<file path="src/rtl/if_fetch_stage.sv">
// if_fetch_stage: PC, loadable instruction memory and IF/ID feed with stall, redirect and halt handling.
module if_fetch_stage #(
  parameter int          ADDR_W    = 8,
  parameter logic [15:0] RESET_PC  = 16'h0000,
  parameter logic [15:0] HALT_WORD = 16'hFFFF
) (
  input  logic              clk,
  input  logic              rst,
  input  logic              start,
  input  logic              load_en,
  input  logic [ADDR_W-1:0] load_addr,
  input  logic [15:0]       load_data,
  input  logic              stall,
  input  logic              jump,
  input  logic [15:0]       jump_target,
  input  logic              branch,
  input  logic [15:0]       branch_target,
  output logic [15:0]       ins_out,
  output logic [15:0]       pc_out,
  output logic [15:0]       pc_cur,
  output logic              running,
  output logic              halted,
  output logic [15:0]       icount
);
  typedef enum logic [1:0] {IDLE, RUN, HALT} state_t;
  state_t state, state_nxt;
  logic [15:0] mem [0:(1<<ADDR_W)-1];
  logic [15:0] word, pc_nxt;
  logic is_halt, redirect, issue;
  assign word     = mem[pc_cur[ADDR_W-1:0]];
  assign is_halt  = word == HALT_WORD;
  assign redirect = branch || jump;
  // a redirect retires the current word unless it is the halt word, which was on the wrong path
  assign issue    = running && !is_halt && (redirect || !stall);
  always_ff @(posedge clk)
    state <= rst ? IDLE : state_nxt;
  always_comb
    state_nxt = (start && state != RUN) ? RUN :
                (state == RUN && !redirect && !stall && is_halt) ? HALT : state;
  always_comb begin
    running = state == RUN;
    halted  = state == HALT;
    ins_out = (running && !is_halt) ? word : 16'h0000;
    pc_out  = pc_cur + 16'd1;
    pc_nxt  = branch ? branch_target :
              jump ? jump_target :
              (stall || is_halt) ? pc_cur : pc_cur + 16'd1;
  end
  always_ff @(posedge clk)
    if (rst) begin
      pc_cur <= RESET_PC;
      icount <= 16'h0000;
    end else begin
      if (start && !running)
        pc_cur <= RESET_PC;
      else if (running)
        pc_cur <= pc_nxt;
      if (issue && icount != 16'hFFFF)
        icount <= icount + 16'd1;
    end
  always_ff @(posedge clk)
    if (!rst && state == IDLE && load_en)
      mem[load_addr] <= load_data;
endmodule

</file>
<file path="config.mk">
export PLATFORM = sky130hd
export DESIGN_NAME = if_fetch_stage
export DESIGN_NICKNAME = d
export VERILOG_FILES = /design/src/rtl/if_fetch_stage.sv
export SDC_FILE = /design/constraint.sdc
export NUM_CORES = 2
export LEC_CHECK = 0
export CORE_MARGIN = 2
export CORE_UTILIZATION = 50
export DETAILED_ROUTE_END_ITERATION = 8
export MAX_ROUTING_LAYER = met4
export PLACE_DENSITY = 0.65
export REMOVE_ABC_BUFFERS = 1
export SETUP_SLACK_MARGIN = 0.05
export SLEW_MARGIN = 20
export SYNTH_ARGS = -nofsm -noshare
export SYNTH_HDL_FRONTEND = slang
export SYNTH_SLANG_ARGS = --single-unit
</file>
<file path="constraint.sdc">
create_clock -name clk -period 6.05 [get_ports clk]
set_input_delay 1.21 -clock clk [delete_from_list [all_inputs] [get_ports clk]]
set_output_delay 1.21 -clock clk [all_outputs]
set_load 0.005 [all_outputs]
</file>
Word-level counts from Yosys, hierarchy flattened
Memories as Yosys holds them, arrays and structs flattened. A register that Yosys moved wholly into a read port is not among the register bits.
Index checks and enable logic that the tools add are counted.
{"block": "word_totals", "ff_bits": 34, "ram_bits": 4096, "mem_count": 1, "wordCells": 46, "latch_bits": 0, "romBits": 0}
{"block": "op_classes", "div": 0, "eq_ne": 6, "order_cmp": 0, "n_mul": 0, "n_shift": 0, "muxes": 10, "bitwise_logic": 0, "addsub": 2, "n_reduce_logical": 23}
{"name": "mem", "words": 256, "width": 16, "rd": 1, "rd_clocked_by_memory_dff": 1, "wr": 1, "line": "27", "rtl": "logic [15:0] mem [0:(1<<ADDR_W)-1];"}
{"cell": "$mux 16", "count": 4}
{"cell": "$add 16x1->16 const B", "count": 2}
{"cell": "$eq 16x16->1 const B", "count": 1}
{"cell": "$mux 8", "count": 2}
{"cell": "$ne 16x16->1 const B", "count": 1}
{"cell": "$logic_and 1x1->1", "count": 10}
{"cell": "$logic_not 1->1", "count": 5}
{"cell": "$mux 1", "count": 4}
{"cell": "$reduce_or 2->1", "count": 2}
{"cell": "$logic_or 1x1->1", "count": 3}
{"cell": "$ne 3x3->1 const B", "count": 1}
{"cell": "$eq 2x1->1 const B", "count": 1}
{"cell": "$eq 2x2->1 const B", "count": 1}
{"cell": "$logic_not 2->1", "count": 1}
{"cell": "$ne 2x1->1 const B", "count": 1}
{"cell": "$reduce_and 2->1", "count": 1}
{"cell": "$reduce_bool 2->1", "count": 1}

Longest topological paths before layout
{"block": "depth", "ltp_word": 7, "ltp_mapped": 22}

Worst setup path after synthesis
No wires, ideal clock.
{"block": "synth_path", "path_type": "register to output", "startpoint": "reg (tool-made name)", "endpoint": "out ins_out[3]", "required_time_ns": 4.840, "t_arrival_ns": 3.897, "path_buffers": 10, "setup_slack_ns": 0.943, "stages_incl_launch_ff": 20, "path_cell_list": "dfxtp_1 > buf_6 > buf_12 > buf_12 > buf_12 > buf_12 > buf_12 > buf_8 > buf_8 > o31ai_2 > a211oi_1 > a31oi_1 > o2111ai_1 > or2b_2 > a2111o_1 > nor3_1 > buf_2 > buf_2 > nor2_1 > and2_2"}
{"element": "end, declared", "line": "18", "rtl": "output logic [15:0] ins_out,"}

==> metrics.md <==
| Metric | Value |
|---|---|
| Weighted congestion at the end of routability-driven global placement | 0.955 |
| Clock latency on the worst-skew pair | 1.02 ns |
| Global-route total usage across every layer | 31.6% |
| Die Span X | 575 um |
| Static Leak | 0.0606 uW |
| Worst IR drop on VDD | 0.249 mV |
| Synth top area share | 75.4% |
| Final Critical Period | 6.31 ns |
| Flip-flop and latch count after synthesis | 4,138 |
| Number of max-slew violations in the final report | 0 |
| Clock Skew | 0.0656 ns |
| Clock network power share | 42.0% |
| Routed length per instance | 38.0 um |
| Synthesis-to-finish area growth | 17.7% |
| Class of the most critical hold timing path | flip-flop to flip-flop |
| Footprint of the multi-input gates | 36,700 sq um |
| Post-synth EDFFs | 4,096 |
| Total number of yosys warnings | 0 |
| Fraction of power spent switching nets | 22.2% |
| Count of buffers from port buffering | 128 |
| Global-route met3 utilization | 7.99% |
| Category of the most critical setup path | flip-flop to primary output |
| H-tree lvl count | 5 |
| Number of fillers in the final layout | 22,700 |
| Setup TNS | -4.11 ns |
| Predominant post-synthesis flop cell | sky130_fd_sc_hd__edfxtp_1 |
| Net count of the finished layout | 8,786 |
| GRT Residual Overflow | 0 |
| Inst Count DP | 12,500 |
| Vias post-DR | 88,500 |
| Number of hold violations in the final report | 0 |
| Hold buffers post-CTS | 0 |
| Pin count of the biggest net entering global routing | 193 |
| Largest fanout on the critical path | 12 |
| Slowest stage cell on the critical path | sky130_fd_sc_hd__a2111o_1 |
| Count of max-cap constraint violations | 0 |
| Worst Hold Margin | 0.489 ns |
| Vias per Instance | 6.60 |
| Sequential fraction of design power | 51.4% |
| Arrival time of data at the critical path endpoint | 5.10 ns |
| Sum of routed wire length over all layers | 510,000 um |
| Critical path endpoint category | primary output |
| Dominant cell type by area after synthesis | sky130_fd_sc_hd__edfxtp_1 |
| Comb power frac | 6.6% |
| Count of unresolved DRC violations after routing | 0 |
| TritonCTS clock tree | yes |
| Rows | 209 |
| Clock-pin slew reported for the worst setup and hold paths after clock tree synthesis | 0.06 ns |
| Die outline area | 331,000 sq um |
| Proportion of layout cells with a drive suffix above 1 | 32.3% |
| Gate Count Post-Synth | 7,520 |
| Most frequent standard cell in the layout excluding fill and tap cells | sky130_fd_sc_hd__edfxtp_1 |
| Number of placed I/O pins | 129 |
| Power Internal | 47,800 uW |
| Share of synthesized registers carrying an async set or reset | 0% |
| Worst Max-Slew Pin Slew | 1.26 ns |
| 1st-pass router iterations | 7 |
| Crit path cell chain | buf_4 > buf_12 > buf_4 > buf_4 > buf_4 > nand2_1 > o22ai_1 > a211o_1 > buf_12 > nand3_1 > buf_6 > o31ai_1 > nand3b_1 > a2111o_1 > nor3_2 > buf_4 > buf_6 > buf_8 > nor3_2 > buf_2 |
| Post-Syn Area per Cell | 21.7 sq um |
| Nature of the critical path startpoint | flip-flop |
| Max Fclk | 0.158 GHz |
| Initial cell density of the core | 50.3% |
| Post-route antenna net violation count | 0 |
| Area inside the core boundary | 325,000 sq um |
| Failing checks | setup timing |
| Number of standard cells in the final layout excluding fillers | 13,400 |
| Top cell by count, worst path | sky130_fd_sc_hd__buf_4 |
| Summed instance area of the synthesized netlist | 163,000 sq um |
| Count of clock tree sinks | 4,138 |
| Final count of negative-setup-slack endpoints | 16 |
| Root cell of the clock tree | sky130_fd_sc_hd__clkbuf_16 |
| Number of DRC markers in iteration 0 | 15,700 |
| Global-route wire length before repair | 698,000 um |
| Post-synth cell types | 111 |
| Required time at the endpoint of the critical path | 4.84 ns |
| Switching Power | 13,600 uW |
| Global routing met2 resource utilization | 45.5% |
| Cell Pwr Density | 320 nW/um^2 |
| Met1 usage in global routing | 42.8% |
| Die span in y | 575 um |
| Largest cells by area after synthesis | sky130_fd_sc_hd__edfxtp_1, sky130_fd_sc_hd__mux4_2, sky130_fd_sc_hd__mux4_1 |
| Clk buf depth | 4 |
| Most frequent cells in the layout | sky130_fd_sc_hd__edfxtp_1, sky130_fd_sc_hd__buf_4, sky130_fd_sc_hd__mux4_2 |
| Clock buffers created by TritonCTS | 412 |
| Global-route layer with the greatest usage | met2 |
| Antenna violations before repair | 24 |
| Final period utilization | 104% |
| Setup repair after global routing missed its margin | yes |
| Final setup slack of the worst path | -0.265 ns |
| Detailed Place HPWL | 316,000 um |
| Number of global-route vias before repair | 85,000 |
| Slew HR | 16.1% |
| Register cell area after layout | 124,000 sq um |
| Result of the run | complete, but fails checks |
| Largest stage delay on the critical path | 0.42 ns |
| Proportion of synthesized chip area in sequential cells | 75.9% |
-- metal layers --
layer,up-vias,part of all wire [%]
met3,1130,13
met5,-,0
met1,46600,37
met4,0,5.4
met2,6483,45
li1,34200,-
-- cell usage after synthesis, drive strengths merged (10+ instances only) --
cell type and count:
edfxtp 4096, mux2i 371, a22o 12, o31ai 15, or3 13, o21ai 58
mux4 943, o211ai 17, a2111oi 10, nor3 70, mux2 53, nand4 25
buf 296, xnor2 11, nand2b 21, o22ai 100, a21oi 104, a221oi 25
and2 18, a211oi 47, and3 12, clkbuf 129, a31oi 27, nand2 238
a32o 11, nor2 367, nor4 18, nor2b 43, nand3 80, o221ai 26
a22oi 98, dfxtp 42
-- metrics by stage --
step | power [uW] | utilization (%) | area (sq um) | worst slack [ns]
floorplan | 35400 | - | 159000 | -39.32
global placement | 35700 | 53.7 | 174000 | -0.529
detailed placement | 35700 | 53.7 | 174000 | -0.406
CTS | 61400 | 58.9 | 191000 | -0.200
global route | 62700 | 59.2 | 192000 | -0.436
finish | 61400 | 59.2 | 192000 | -0.265
-- kinds of logic (layout without fill, tap and decap cells) --
| kind of cell | Yosys count | in the layout | synth area share [%] |
|---|---|---|---|
| and+or+nand+nor | 947 | 947 | 2.67 |
| buffers and inverters | 439 | 1983 | 2.57 |
| muxes | 1367 | 1367 | 16.1 |
| adders and majority gates | 2 | 2 | 0.0153 |
| other | 0 | 23 | 0 |
| xor gates and xnor gates | 16 | 16 | 0.0859 |
| DFF | 4138 | 4138 | 75.9 |
| AOI/OAI and AO/OA | 611 | 611 | 2.62 |
-- power by group through the flow --
stage                     Clock [uW]  Sequential, uW  Combinational [uW]
final                          25800           31600                4070
after CTS                      26000           31500                3890
after floorplan                    0           32400                2990
after global routing           27100           31500                4120
after global placement             0           32200                3510
after detailed placement           0           32200                3560
-- cell type report --
class,instances,area share (%)
timing repair buffer,1215,6.40
inverter,11,0.0300
clock buffer,498,5.62
tap,4325,2.82
antenna,23,0.0300
multi-input combinational,2943,19.1
clock inverter,259,1.47
sequential,4138,64.5
-- sequential cells by signal (all words and copies together), names as in the netlist, named ones only --
signal  flops
mem      4096
pc_cur     16
icount     16
state       2
-- repair_timing --
item	CTS	global route
resized for setup	346	93
pin swaps	58	37
gates cloned	25	5
setup buffers	121	33
endpoints found under the setup margin	16	16
-- critical path, delay by kind of cell, from the launching register on --
| kind | cells | cell delay, ns |
|---|---|---|
| buffers and inverters | 11 | 1.84 |
| AOI/OAI and AO/OA | 4 | 1.13 |
| and+or+nand+nor | 5 | 0.74 |
| DFF | 1 | 0.36 |
-- final timing paths --
kind                               from                    end  slack (ns)  cells past startpoint
setup / recovery              flip-flop             ins_out[8]       -0.26                     20
hold / removal    state[1]$_SDFFE_PP0P_  state[1]$_SDFFE_PP0P_        0.49                      2
setup reg to reg              flip-flop              flip-flop        0.93                     20
hold reg to reg   state[1]$_SDFFE_PP0P_  state[1]$_SDFFE_PP0P_        0.49                      2
Note: power is estimated with default switching activity, not from simulation.
